`src/rtl/spi_pkg.sv`:
```
// spi_pkg: FSM states, length and bit-index helpers, and size limit shared by the SPI shift engine
package spi_pkg;
    localparam int MAX_CHAR_LIMIT = 128;
    localparam logic [1:0] ST_IDLE = 2'd0;
    localparam logic [1:0] ST_XFER = 2'd1;
    localparam logic [1:0] ST_DONE = 2'd2;
    typedef enum logic [1:0] {IDLE = ST_IDLE, XFER = ST_XFER, DONE = ST_DONE} state_t;
    function automatic logic [7:0] len_eff_f(input logic [7:0] len, input logic [7:0] max_char);
        return (len == 8'd0) ? max_char : len;
    endfunction
    function automatic logic [7:0] bit_index_f(input logic [7:0] cnt, input logic [7:0] len_eff, input logic lsb);
        return lsb ? cnt : len_eff - 8'd1 - cnt;
    endfunction
endpackage

```
`src/rtl/spi_byte_loader.sv`:
```
// spi_byte_loader: byte-enable parallel-load mux for the character register
module spi_byte_loader #(
    parameter int MAX_CHAR = 32,
    localparam int NBYTES = MAX_CHAR / 8
) (
    input  logic                load,
    input  logic [NBYTES-1:0]   byte_sel,
    input  logic [MAX_CHAR-1:0] p_in,
    input  logic [MAX_CHAR-1:0] data,
    output logic [MAX_CHAR-1:0] data_ld
);
    for (genvar k = 0; k < NBYTES; k++) begin : g_lane
        assign data_ld[8*k +: 8] = (load && byte_sel[k]) ? p_in[8*k +: 8] : data[8*k +: 8];
    end
endmodule

```
`src/rtl/spi_shift_engine.sv`:
```
// spi_shift_engine: SPI master character shift engine with transfer FSM; SPI_SHIFT_LOOPBACK_EN adds a mosi-to-sample loopback port
module spi_shift_engine
    import spi_pkg::*;
#(
    parameter int MAX_CHAR = 32,
    parameter int LEN_BITS = $clog2(MAX_CHAR),
    localparam int NBYTES = MAX_CHAR / 8
) (
    input  logic                wb_clk,
    input  logic                wb_reset_n,
    input  logic                go,
    input  logic                abort,
    input  logic [LEN_BITS-1:0] len,
    input  logic                lsb,
    input  logic                tx_negedge,
    input  logic                rx_negedge,
    input  logic                pos_edge,
    input  logic                neg_edge,
    input  logic                load,
    input  logic [NBYTES-1:0]   byte_sel,
    input  logic [MAX_CHAR-1:0] p_in,
    output logic [MAX_CHAR-1:0] p_out,
    input  logic                miso,
`ifdef SPI_SHIFT_LOOPBACK_EN
    input  logic                loopback,
`endif
    output logic                mosi,
    output logic                tip,
    output logic                last,
    output logic                done
);
    if (MAX_CHAR % 8 != 0 || MAX_CHAR < 8 || MAX_CHAR > MAX_CHAR_LIMIT) begin : g_bad_cfg
        $error("spi_shift_engine: MAX_CHAR must be a multiple of 8 in 8..%0d", MAX_CHAR_LIMIT);
    end
    state_t state;
    logic [MAX_CHAR-1:0] data, data_ld, data_nx;
    logic [LEN_BITS:0] tx_cnt, rx_cnt, rx_cnt_nx;
    logic [LEN_BITS-1:0] first_idx, tx_idx, rx_idx;
    logic [7:0] len_eff;
    logic tx_stb, rx_stb, tx_fire, rx_fire, rx_bit;
    spi_byte_loader #(.MAX_CHAR(MAX_CHAR)) u_loader (
        .load(load),
        .byte_sel(byte_sel),
        .p_in(p_in),
        .data(data),
        .data_ld(data_ld)
    );
    assign len_eff = len_eff_f(8'(len), 8'(MAX_CHAR));
    assign tx_stb = tx_negedge ? neg_edge : pos_edge;
    assign rx_stb = rx_negedge ? neg_edge : pos_edge;
`ifdef SPI_SHIFT_LOOPBACK_EN
    assign rx_bit = loopback ? mosi : miso;
`else
    assign rx_bit = miso;
`endif
    assign first_idx = LEN_BITS'(bit_index_f(8'd0, len_eff, lsb));
    assign tx_idx = LEN_BITS'(bit_index_f(8'(tx_cnt), len_eff, lsb));
    assign rx_idx = LEN_BITS'(bit_index_f(8'(rx_cnt), len_eff, lsb));
    assign rx_fire = state == XFER && !abort && rx_stb;
    assign rx_cnt_nx = rx_cnt + {{LEN_BITS{1'b0}}, rx_fire};
    // a bit may only be driven once the receiver has caught up, so it is never read after being overwritten
    assign tx_fire = state == XFER && !abort && tx_stb && 8'(tx_cnt) < len_eff && tx_cnt <= rx_cnt_nx;
    always_comb begin
        data_nx = (state == IDLE) ? data_ld : data;
        if (rx_fire)
            data_nx[rx_idx] = rx_bit;
    end
    always_ff @(posedge wb_clk) begin
        if (!wb_reset_n) begin
            state  <= IDLE;
            data   <= '0;
            mosi   <= 1'b0;
            tx_cnt <= '0;
            rx_cnt <= '0;
        end else begin
            data <= data_nx;
            case (state)
                IDLE: if (go) begin
                    state  <= XFER;
                    mosi   <= data_ld[first_idx];
                    tx_cnt <= {{LEN_BITS{1'b0}}, 1'b1};
                    rx_cnt <= '0;
                end
                XFER: if (abort) begin
                    state <= IDLE;
                end else begin
                    rx_cnt <= rx_cnt_nx;
                    if (tx_fire) begin
                        mosi   <= data[tx_idx];
                        tx_cnt <= tx_cnt + {{LEN_BITS{1'b0}}, 1'b1};
                    end
                    if (8'(rx_cnt_nx) == len_eff)
                        state <= DONE;
                end
                default: state <= IDLE;
            endcase
        end
    end
    assign tip = state == XFER;
    assign done = state == DONE;
    assign last = tip && 8'(rx_cnt) == len_eff - 8'd1;
    assign p_out = data;
endmodule

```
`config.mk`:
```
export PLATFORM = sky130hd
export DESIGN_NAME = spi_shift_engine
export DESIGN_NICKNAME = d
export VERILOG_FILES = /design/src/rtl/spi_pkg.sv /design/src/rtl/spi_byte_loader.sv /design/src/rtl/spi_shift_engine.sv
export SDC_FILE = /design/constraint.sdc
export NUM_CORES = 1
export LEC_CHECK = 0
export ABC_AREA = 1
export BUFFER_PORTS_ARGS = -buffer_cell sky130_fd_sc_hd__buf_2
export CORE_MARGIN = 2
export CORE_UTILIZATION = 55
export DETAILED_ROUTE_END_ITERATION = 12
export MAX_ROUTING_LAYER = met4
export PLACE_DENSITY_LB_ADDON = 0.08
export SKIP_CTS_REPAIR_TIMING = 1
export SLEW_MARGIN = 20
export SYNTH_ARGS = -nofsm -noshare
export SYNTH_HDL_FRONTEND = slang
export SYNTH_SLANG_ARGS = --single-unit
```
`constraint.sdc`:
```
create_clock -name wb_clk -period 4.9 [get_ports wb_clk]
set_input_delay 1.47 -clock wb_clk [delete_from_list [all_inputs] [get_ports wb_clk]]
set_output_delay 1.47 -clock wb_clk [all_outputs]
set_load 0.02 [all_outputs]
```
==> impl_metrics.toml, run 1 <==
[run_status]
outcome = "finished, final reports clean"

[die]
die-area_sq_um = 9238
die_x_um = 96.12
io_pins = 88
core_sq_um = 8217
start_util_pct = 56.80
chipHeight_um = 96.12
rows = 33

[final_layout]
syn2layout_area_growth_pct = 12.82
antenna_cells = 0
fin_nets = 957
drive_above_1_share_pct = 14.09

[clocking]
clk_latency_ns = 0.31
cts_root_buffer = "clkbuf_8"
clockBufferDepth = 2
htreeDepth = 2
clk_pin_slew_ns = 0.08
cts_made_buffers = 5
cts_sinks = 47
cts_tree = "built"

[power_and_ir_drop]
total_power_w = 0.001192
leakage_nw = 2.707
peakVddDrop_v = 0.0001580
power.density_nw_per_um2 = 226.3

[sta]
worst_pin_slew_ns = 0.7768
setup_tns_ns = 0
hold_viol = 0
fin_skew_ns = 0.01116
setup_viol_count_final = 0
finalCritPeriodShare_pct = 95.64
maxSlewHeadroom_pct = 48.21
period_needed_ns = 4.686
drv_slew = 0
rsz0062_at_grt = "false"
clock.fmax_ghz = 0.2134

[detailed_routing]
drtIter0Drc = 434
wl_per_cell_um = 15.45
antenna_left = 0
vias_per_cell = 5.887
vias = 5799
post-route-drc-count = 0
totalWireLength_mm = 15.22
first_pass_iters = 7

[worst_setup_path]
critPathSlowestCell = "ha_4"
cp_cell_sequence = "buf_2 -> inv_1 -> ha_1 -> xnor2_2 -> inv_1 -> ha_4 -> nand2_1 -> nor3_1 -> nand3_1 -> nor3_2 -> buf_2"
arrival_ns = 3.22
cp_top_family = "adder cells"
crit_type = "primary input to output port"
required_ns = 3.43
critPathLaunchType = "primary input"
cpPeakStageDelay_ns = 0.31
crit_path_max_fanout = 5
cp.buffers_inverters = 4
worstSetupEndpointType = "output port"

[global_routing]
grt_max_degree = 66
grt_pass1_wl_mm = 24.39
grtUsageTotal_pct = 34.75
grt_antenna_before_repair = 0
grt_pass1_vias = 5128
grt_overflow_total = 0

[logic_synthesis]
synth_cell_type_count = 37
syn_avg_cell_area_sq_um = 5.755
synth_most_common_cell = "nand2_1"
syn_inst = 811
synth-seq-cells = 47
yosys-top-cells-count = "nand2_1 (222), nand3_1 (169), nor2_1 (92)"
yosysSeqAreaShare_pct = 20.16
synthTopCellsByArea = "dfxtp_1 (20%), nand3_1 (18%), nand2_1 (18%)"
ys_warn_count = 0
synth_area_leader_cell = "dfxtp_1"
synth_xor_xnor_area_share_pct = 2.627
netlist_area_sq_um = 4667
async_flop_share_pct = 0
synth_top_area_share_pct = 20.16
synth_edf_count = 0
ys.flop_type = "dfxtp_1"
synth.area.mux_share_pct = 0
synth_compound_area_share_pct = 9.223
synthAdderAreaFrac_pct = 7.292
yosys.area_share.simple_pct = 50.83
synth_top_family_by_area = "simple AND/OR/NAND/NOR gates"
syn-num-nets = 889

[placed_design]
dp_hpwl_mm = 11.21
gp_congestion = 0.9717
port_buffers = 87

[job]
maxCapViolations = 0

[min_path]
hp-class = "register to register"
-- where the power goes --
part / switching, W / leakage, nW / internal, W
clock: 0.000139 / 0.0422 / 0.000101
combinational: 0.000341 / 2.28 / 0.000167
sequential: 0.0000329 / 0.386 / 0.000411
-- routing by layer --
| layer | vias to the layer above | GRT usage (%) | part of all wire [%] |
|---|---|---|---|
| li1 | 2832 | - | - |
| met4 | 0 | 10.36 | 2.2 |
| met1 | 2599 | 46.20 | 42 |
| met5 | - | - | 0 |
| met3 | 36 | 5.247 | 11 |
| met2 | 332 | 54.57 | 45 |
-- registers in the layout, indices dropped and copies added (netlist names) --
name	count
mosi	1
rx_cnt	6
p_out	32
tx_cnt	6
state	2
-- kinds of logic after synthesis --
kind of cell | Yosys count
XOR/XNOR | 14
buffers and inverters | 114
AO/OA/AOI/OAI | 75
adder cells (fa/ha/maj) | 26
flip-flops | 47
AND/OR/NAND/NOR | 535
-- final cells by class --
cell class                 count  area (sq um)
clock inverter                 1         5.005
multi-input combinational    650          3298
tap                          105         131.4
sequential                    47         940.9
fill                         818          2952
timing repair buffer          99         525.5
inverter                      76         287.8
clock buffer                   7         76.32
-- worst reg2reg max path: stages (launching register included) --
cell      delay [ns]
dfxtp_1         0.42
inv_2           0.06
nor2_4          0.24
inv_4           0.11
or2_1           0.32
a211oi_4        0.28
ha_1            0.26
ha_1            0.21
nand3_1         0.10
xor2_1          0.38
ha_1            0.31
nand2_1         0.08
nor2_1          0.06
o21ai_0         0.07
o211ai_1        0.10
nand2_1         0.07
nand3_1         0.07
nand2_1         0.26
inv_1           0.16
nand2_1         0.10
a21oi_1         0.06
-- path summary, 6_finish.rpt --
check                 from        end  slack, ns  depth (start not counted)
setup / recovery    len[0]       last       0.21                         11
hold / removal        mosi       mosi       0.48                          2
setup reg to reg  state[0]  tx_cnt[1]       1.06                         20
hold reg to reg       mosi       mosi       0.48                          2
-- layout by cell type, fill, tap and decap left out, drive strengths merged, types with 5 or more instances in the layout --
cell,count
a31oi,5
clkbuf,7
nand2,224
nor2,97
ha,24
a21oi,21
inv,76
xnor2,5
nand3,169
o21ai,40
dfxtp,47
nand4,35
xor2,9
buf,99
-- stage by stage --
| step | std cells | instance area, sq um | util [%] | hold slack, ns | setup slack (ns) |
|---|---|---|---|---|---|
| global route | 985 | 5265 | 64.08 | 0.5119 | 0.07734 |
| finish | 985 | 5265 | 64.08 | 0.4751 | 0.2137 |
| global placement | 977 | 5164 | 62.84 | 0.4502 | 0.1639 |
| CTS | 985 | 5245 | 63.83 | 0.4804 | 0.1104 |
| floorplan | 811 | 4672 | - | 0.4801 | 0.09038 |
| detailed placement | 977 | 5164 | 62.84 | 0.4668 | 0.1176 |
(Power assumes the default switching activity.)
==> inputs of run 2 (changes only) <==
--- a/config.mk
+++ b/config.mk
@@ -8,7 +8,7 @@
 export ABC_AREA = 1
 export BUFFER_PORTS_ARGS = -buffer_cell sky130_fd_sc_hd__buf_2
 export CORE_MARGIN = 2
-export CORE_UTILIZATION = 55
+export CORE_UTILIZATION = 52
 export DETAILED_ROUTE_END_ITERATION = 12
 export MAX_ROUTING_LAYER = met4
 export PLACE_DENSITY_LB_ADDON = 0.08
==> constraint.sdc (replaced) <==
create_clock -name wb_clk -period 3.9 [get_ports wb_clk]
set_input_delay 1.17 -clock wb_clk [delete_from_list [all_inputs] [get_ports wb_clk]]
set_output_delay 1.17 -clock wb_clk [all_outputs]
set_load 0.02 [all_outputs]
==> run 2 against run 1 <==
Net effect:
- first-iteration DRC count up 6.5%
- clock skew down 0.0041 ns
- wire length up 3.3%
- combinational power up 32%
- global-route usage down 2.1 points
- count of clock-buffer cells in the layout down 1
- largest cell class unchanged
==> impl_metrics.toml, run 2 (synthesized netlist as in run 1, its figures left out) <==
[run_status]
outcome = "finished, final reports clean"

[min_path]
min_from = "mosi"
hp-class = "register to register"

[detailed_routing]
drtIter0Drc = 462
antenna_left = 0
wl_per_cell_um = 15.68
dr.max_layer_used = "met4"
wl_met3_mm = 1.631
vias = 5795
met1Wirelength_mm = 6.816
wl_met2_mm = 7.083
first_pass_iters = 5
post-route-drc-count = 0
totalWireLength_mm = 15.73
vias_per_cell = 5.778

[sta]
fin_skew_ns = 0.007053
clock.fmax_ghz = 0.2620
setup_viol_count_final = 0
hold_viol = 0
period_needed_ns = 3.817
worst_pin_slew_ns = 0.7406
drv_slew = 0
maxSlewHeadroom_pct = 50.62
finalCritPeriodShare_pct = 97.86
fin_ws_ns = 0.08327

[placed_design]
dpl.cell_count = 994
gp_congestion = 0.9247
dp_hpwl_mm = 11.61
port_buffers = 87
dpl_worst_slack_ns = -0.05281

[final_layout]
final_common_cell = "nand2_1"
multi_input_area_sq_um = 3346
antenna_cells = 0
fill_cells = 861
largest_reg_flops = 32
drive_above_1_share_pct = 16.76
syn2layout_area_growth_pct = 17.61
layout.cells.non_filler = 1003
final_cell_mix = "nand2_1 (221), nand3_1 (167), nor2_1 (91)"
regArea_sq_um = 940.9
fin_nets = 972

[clocking]
htreeDepth = 2
cts_root_buffer = "clkbuf_8"
clk_latency_ns = 0.31
cts_made_buffers = 5
cts_tree = "built"
clockBufferDepth = 2
cts_sinks = 47
clk_pin_slew_ns = 0.09

[worst_setup_path]
worstSetupStartpoint = "len[2]"
cpPeakStageDelay_ns = 0.31
cp_cell_sequence = "buf_2 -> inv_2 -> nand3_2 -> xor2_1 -> ha_1 -> nand2_1 -> nor3_2 -> nand3_2 -> nor3_4 -> buf_6"
rr_startpoint = "state[0]"
crit_path_max_fanout = 5
critPathSlowestCell = "ha_1"
crit_type = "primary input to output port"
required_ns = 2.73
arrival_ns = 2.65
cp_common_cell = "nand3_2"
cp.buffers_inverters = 3
critPathLaunchType = "primary input"
worstSetupEndpointType = "output port"
cp_top_family = "simple AND/OR/NAND/NOR gates"

[die]
chipHeight_um = 98.74
io_pins = 88
core_sq_um = 8721
rows = 34
die-area_sq_um = 9749
die_x_um = 98.74
start_util_pct = 53.52

[job]
maxCapViolations = 0

[power_and_ir_drop]
power.density_nw_per_um2 = 294.8
leakage_nw = 2.802
peakVddDrop_v = 0.0001737

[global_routing]
grt_pass1_wl_mm = 25.25
grt_antenna_before_repair = 0
grt_max_degree = 66
grt_pass1_vias = 5217
grtUsageTotal_pct = 32.68
grt_overflow_total = 0
-- run 2: cell type report --
type	instances	share of cell area, %
Multi-Input combinational cell	650	60.95
Sequential cell	47	17.14
Timing Repair Buffer	114	11.97
Inverter	76	5.334
Tap cell	108	2.462
Clock buffer	6	1.504
Clock inverter	2	0.6382
-- run 2: tightest hold or removal path, cell delays in order, from the launching register on --
cell and delay (ns):
dfxtp_1 0.32, nand2_1 0.06, a21oi_1 0.06
-- run 2: metal layers --
metal	track usage (%)	vias to the layer above
met4	7.692	0
met2	51.28	320
li1	-	2863
met5	-	-
met1	44.64	2593
met3	4.894	19
-- run 2: path summary, 6_finish.rpt --
check                            end  slack, ns  depth (start not counted)
worst min register to register  mosi       0.49                          2
worst min-delay path            mosi       0.49                          2
worst max-delay path            last       0.08                         10
worst max register to register  mosi       0.45                         20
-- run 2: report_power, final --
part           switching (W)  internal [W]  total (W)
logic               0.000440      0.000232   0.000672
clock network       0.000182      0.000208   0.000390
registers          0.0000407      0.000516   0.000556
total               0.000662      0.000956    0.00162
-- run 2: stage by stage --
step	hold WS, ns	utilization [%]	TNS (ns)	instance area, sq um	total power [W]
2_1_floorplan	0.4801	-	0	4700	0.001004
3_3_place_gp	0.4560	60.90	0	5311	0.001203
3_5_place_dp	0.4713	60.90	-0.05496	5311	0.001214
4_1_cts	0.4849	62.25	-0.05489	5429	0.001597
5_1_grt	0.5078	62.94	-0.02007	5489	0.001705
6_report	0.4878	62.94	0	5489	0.001618
